$ cat src/rtl/da_fir4_if.sv
// da_fir4_if: operand/result bundle between the sample loader, the DA engine and the LMS update stage
interface da_fir4_if #(parameter int DW = 8, parameter int WW = 8, parameter int OW = DW + WW + 2);
  logic start, busy, done;
  logic signed [DW-1:0] x0, x1, x2, x3;
  logic signed [WW-1:0] w0, w1, w2, w3;
  logic signed [OW-1:0] y;
  modport master (output start, x0, x1, x2, x3, w0, w1, w2, w3, input busy, done, y);
  modport slave (input start, x0, x1, x2, x3, w0, w1, w2, w3, output busy, done, y);
endinterface

$ cat src/rtl/da_fir4_bitserial.sv
// da_fir4_bitserial: 4-tap distributed-arithmetic inner product, one sample bit-slice per clock
module da_fir4_bitserial #(parameter int DW = 8, parameter int WW = 8, parameter int OW = DW + WW + 2) (
  input logic clk,
  input logic rst,
  da_fir4_if.slave b
);
  localparam int KW = $clog2(DW);
  typedef enum logic {IDLE, RUN} state_t;
  state_t st;
  logic signed [DW-1:0] xs [4];
  logic signed [WW-1:0] ws [4];
  logic signed [OW-1:0] acc, term, nxt;
  logic signed [WW+1:0] lut [16];
  logic [KW-1:0] k;
  logic [3:0] addr;
  logic last;
  always_comb begin
    for (int a = 0; a < 16; a++) begin
      lut[a] = '0;
      for (int i = 0; i < 4; i++)
        if (a[i]) lut[a] = lut[a] + (WW+2)'(ws[i]);
    end
  end
  assign addr = {xs[3][k], xs[2][k], xs[1][k], xs[0][k]};
  assign last = k == KW'(DW - 1);
  assign term = OW'(lut[addr]) << k;
  // the top slice carries negative weight in two's complement
  assign nxt = last ? acc - term : acc + term;
  always_ff @(posedge clk) begin
    if (!rst) begin
      st <= IDLE;
      b.busy <= 1'b0;
      b.done <= 1'b0;
      b.y <= '0;
      acc <= '0;
      k <= '0;
      for (int i = 0; i < 4; i++) begin
        xs[i] <= '0;
        ws[i] <= '0;
      end
    end else begin
      b.done <= 1'b0;
      if (st == IDLE) begin
        if (b.start) begin
          xs[0] <= b.x0;
          xs[1] <= b.x1;
          xs[2] <= b.x2;
          xs[3] <= b.x3;
          ws[0] <= b.w0;
          ws[1] <= b.w1;
          ws[2] <= b.w2;
          ws[3] <= b.w3;
          acc <= '0;
          k <= '0;
          b.busy <= 1'b1;
          st <= RUN;
        end
      end else begin
        acc <= nxt;
        k <= k + KW'(1);
        if (last) begin
          b.y <= nxt;
          b.done <= 1'b1;
          b.busy <= 1'b0;
          k <= '0;
          st <= IDLE;
        end
      end
    end
  end
endmodule

$ cat src/flat_wrapper.sv
// flat-port wrapper written by rule: the top's interface ports become plain ports
module da_fir4_bitserial_flat 
#(parameter int DW = 8, parameter int WW = 8, parameter int OW = DW + WW + 2)
  (clk, rst, b_start, b_x0, b_x1, b_x2, b_x3, b_w0, b_w1, b_w2, b_w3, b_busy, b_done, b_y);
  da_fir4_if #(.DW(DW), .WW(WW), .OW(OW)) b_i ();
  input logic clk;
  input logic rst;
  input wire logic [$bits(b_i.start)-1:0] b_start;
  input wire logic [$bits(b_i.x0)-1:0] b_x0;
  input wire logic [$bits(b_i.x1)-1:0] b_x1;
  input wire logic [$bits(b_i.x2)-1:0] b_x2;
  input wire logic [$bits(b_i.x3)-1:0] b_x3;
  input wire logic [$bits(b_i.w0)-1:0] b_w0;
  input wire logic [$bits(b_i.w1)-1:0] b_w1;
  input wire logic [$bits(b_i.w2)-1:0] b_w2;
  input wire logic [$bits(b_i.w3)-1:0] b_w3;
  output wire logic [$bits(b_i.busy)-1:0] b_busy;
  output wire logic [$bits(b_i.done)-1:0] b_done;
  output wire logic [$bits(b_i.y)-1:0] b_y;
  assign b_i.start = b_start;
  assign b_i.x0 = b_x0;
  assign b_i.x1 = b_x1;
  assign b_i.x2 = b_x2;
  assign b_i.x3 = b_x3;
  assign b_i.w0 = b_w0;
  assign b_i.w1 = b_w1;
  assign b_i.w2 = b_w2;
  assign b_i.w3 = b_w3;
  assign b_busy = b_i.busy;
  assign b_done = b_i.done;
  assign b_y = b_i.y;
  da_fir4_bitserial #(.DW(DW), .WW(WW), .OW(OW)) u_core (.clk(clk), .rst(rst), .b(b_i));
endmodule
$ cat config.mk
export PLATFORM = sky130hd
export DESIGN_NAME = da_fir4_bitserial_flat
export DESIGN_NICKNAME = d
export VERILOG_FILES = /design/src/rtl/da_fir4_if.sv /design/src/rtl/da_fir4_bitserial.sv /design/src/flat_wrapper.sv
export SDC_FILE = /design/constraint.sdc
export NUM_CORES = 1
export LEC_CHECK = 0
export CAP_MARGIN = 20
export CORE_MARGIN = 2
export CORE_UTILIZATION = 36
export CTS_CLUSTER_SIZE = 14
export DETAILED_ROUTE_END_ITERATION = 7
export GPL_TIMING_DRIVEN = 0
export REMOVE_ABC_BUFFERS = 1
export SYNTH_ARGS = -nofsm -noshare
export SYNTH_HDL_FRONTEND = slang
export SYNTH_SLANG_ARGS = --single-unit
$ cat constraint.sdc
create_clock -name clk -period 10.6 [get_ports clk]
set_input_delay 2.12 -clock clk [delete_from_list [all_inputs] [get_ports clk]]
set_output_delay 2.12 -clock clk [all_outputs]
set_load 0.01 [all_outputs]
==> results_dict.tcl <==
set metrics [dict create \
    status "finished clean" \
    root_buffer "clkbuf_16" \
    globalRoute.totalOverflow 0 \
    tightestPinTransition_ps 957 \
    grt_start_max_net_pins 65 \
    regToRegEndpoint "u_core.b.y[17]" \
    synth_seq_cells 106 \
    irDropWorstVdd_mv 0.0878 \
    num-fill-cells 3048 \
    min_to "u_core.b.y[13]" \
    crit_path_max_fanout 5 \
    grt_usage_pct 19.4 \
    grt_first_pass_wirelength_um 51100 \
    numClockSinks 106 \
    finalCritPeriodShare_pct 87.8 \
    io_buffers 86 \
    post-route-util_pct 41.5 \
    hpwlAfterDp_um 24700 \
    diodes 0 \
    power.total_w 0.00201 \
    cpMostUsedCell "a21oi_1" \
    ctsHoldBuffers 0 \
    placedCellCount 1725 \
    drt-vias-per-instance 5.75 \
    cts_tree "built" \
    post-cts-setup-buffers 0 \
    layout.nets 1533 \
    ys_seq_area_share_pct 24.5 \
    routabilityCongestion 0.920 \
    vias 10000 \
    cts_resized 0 \
    cpMaxStageDelayCell "fa_1" \
    drv_slew 0 \
    syn_to_final_growth_pct 13.0 \
    synth_common_cells "ha_1 (114), nor2_1 (109), and2_1 (84)" \
    synth_top_cell_area_share_pct 17.1 \
    p_leak_nw 5.08 \
    hold_depth 2 \
    rr_worst_depth 34 \
    antenna_found_initial 0 \
    ios 87 \
    drc 0 \
    ys_warn_count 0 \
    arrival_ps 9630 \
    worstPathRequired_ps 10930 \
    first_global_vias 9535 \
    worstHoldPathType "register to register" \
    reg2reg_slack_ps 1290 \
    setup_viol 0 \
    layout-drive-gt1-share_pct 5.72 \
    cts_buffers 9 \
    min_from "u_core.b.y[13]" \
    drt-wirelength-per-cell_um 18.4 \
    register_area_um2 2760 \
    final_cells 1741 \
    drtIter0Drc 965 \
    fmaxAchievable_mhz 107 \
    chipHeight_um 181 \
    syn_inst 1296 \
    worst_r2r_startpoint "u_core.ws[0][0]" \
    clockBufferDepth 2 \
    critPathCaptureType "register" \
    clkSlewWorstSetupHoldPaths_ps 80 \
    yosysUniqueCellTypes 92 \
    max-slew-margin-rel_pct 36.0 \
    power_density_nw_per_um2 158 \
    avgSynthCellArea_um2 8.70 \
    drt-pass1-iter-count 5 \
    cts.htree.levels 3 \
    ys_async_sr_fraction_pct 0 \
    synth_area_um2 11300 \
    startpoint "u_core.ws[0][0]" \
    multi_input_area_um2 8030 \
    drt.antenna.violating_nets 0 \
    core_area_um2 30700 \
    worst_setup_path_start_kind "register" \
    rows 64 \
    dieArea_um2 32700 \
    start_util_pct 36.7 \
    critPathMaxStageDelay_ps 610 \
    maxCapViolations 0 \
    synth_ff_type "edfxtp_1" \
    yosys-top-cells-area "edfxtp_1 (17%), ha_1 (13%), dfxtp_1 (7.5%)" \
    final_hold_viol_count 0 \
    die_width_um 181 \
    critPathKind "register to register" \
    drt-total-wl_um 32000 \
    synth_edf_count 64 \
    min_period_ps 9310 \
    synth_top_area_cell "edfxtp_1" \
    insertion_delay_ps 380 \
    synth.most_common_cell "ha_1" \
    clock_skew_ps 14.3 \
    rsz0062_at_grt "false" \
]
## power by group
part / internal [W] / total [W] / switching (W)
registers: 0.000475 / 0.000518 / 0.0000435
logic: 0.000480 / 0.00112 / 0.000644
clock network: 0.000193 / 0.000365 / 0.000172
total: 0.00115 / 0.00201 / 0.000860
## per-stage QoR
stage	area, µm²	TNS, ps	setup slack, ps	hold WS [ps]
2_1_floorplan	11000	0	2610	488
3_3_place_gp	12300	-132	-132	457
3_5_place_dp	12400	0	1330	461
4_1_cts	12700	0	1280	472
5_1_grt	12700	0	704	495
6_report	12700	0	1290	469
## state kept, by name, indices dropped and copies added (netlist names)
signal and cells:
u_core.acc 18, u_core.b.busy 1, u_core.b.done 1, u_core.b.y 18, u_core.k 3, u_core.st 1
u_core.ws 32, u_core.xs 32
## how the worst max path moves through the flow
stage | to | slack, ps | cells past startpoint
after global placement | u_core.b.y[17] | -130 | 25
after CTS | u_core.b.y[17] | 1280 | 34
after floorplan | u_core.b.y[17] | 2610 | 25
final | u_core.b.y[17] | 1290 | 34
after global routing | u_core.b.y[17] | 700 | 34
after detailed placement | u_core.b.y[17] | 1330 | 34
## cells by family (layout without fill, tap and decap cells)
family	Yosys count	in the layout	synth area share (%)
AND/OR/NAND/NOR	453	453	21.2
AO/OA/AOI/OAI	382	382	23.7
adder cells (fa/ha/maj)	126	126	14.8
flip-flops	106	106	24.5
buffers and inverters	105	154	4.42
XOR/XNOR	75	75	5.83
multiplexers	49	49	5.46
## final cells by class
| cell class | instances | area share, % |
|---|---|---|
| clock buffers | 11 | 2.16 |
| clock inverters | 5 | 0.373 |
| inverters | 48 | 1.41 |
| multi-input cells | 1085 | 63.0 |
| flip-flops and latches | 106 | 21.7 |
| well taps | 396 | 3.89 |
| repair buffers | 90 | 7.46 |
## critical path: cells and delay by family (launching register included)
| family | cells | cell delay (ps) |
|---|---|---|
| xor gates and xnor gates | 4 | 760 |
| muxes | 3 | 1400 |
| buffers and inverters | 2 | 200 |
| DFF | 1 | 440 |
| AOI/OAI and AO/OA | 15 | 3680 |
| and+or+nand+nor | 5 | 780 |
| adders and majority gates | 5 | 2000 |
## routing by layer
layer	vias to the layer above	track usage [%]	wire length [µm]
li1	4934	-	-
met1	4697	26.8	14800
met2	331	31.3	14400
met3	44	2.74	1950
met4	0	6.50	877
met5	-	0	0
## cells in the final DEF, fill, tap and decap left out, drive strengths merged, types with 21 or more instances in the layout
master and n:
nor2 115, ha 114, clkdlybuf4s50 85, and2 85, nand2 81, a21oi 79
edfxtp 64, o21ai 61, inv 51, xnor2 44, dfxtp 42, nor3 38
xor2 31, mux2i 31, a21o 26, nor2b 26, a211oi 25, nand3 22
o21a 21, nor3b 21
(Power assumes the default switching activity.)
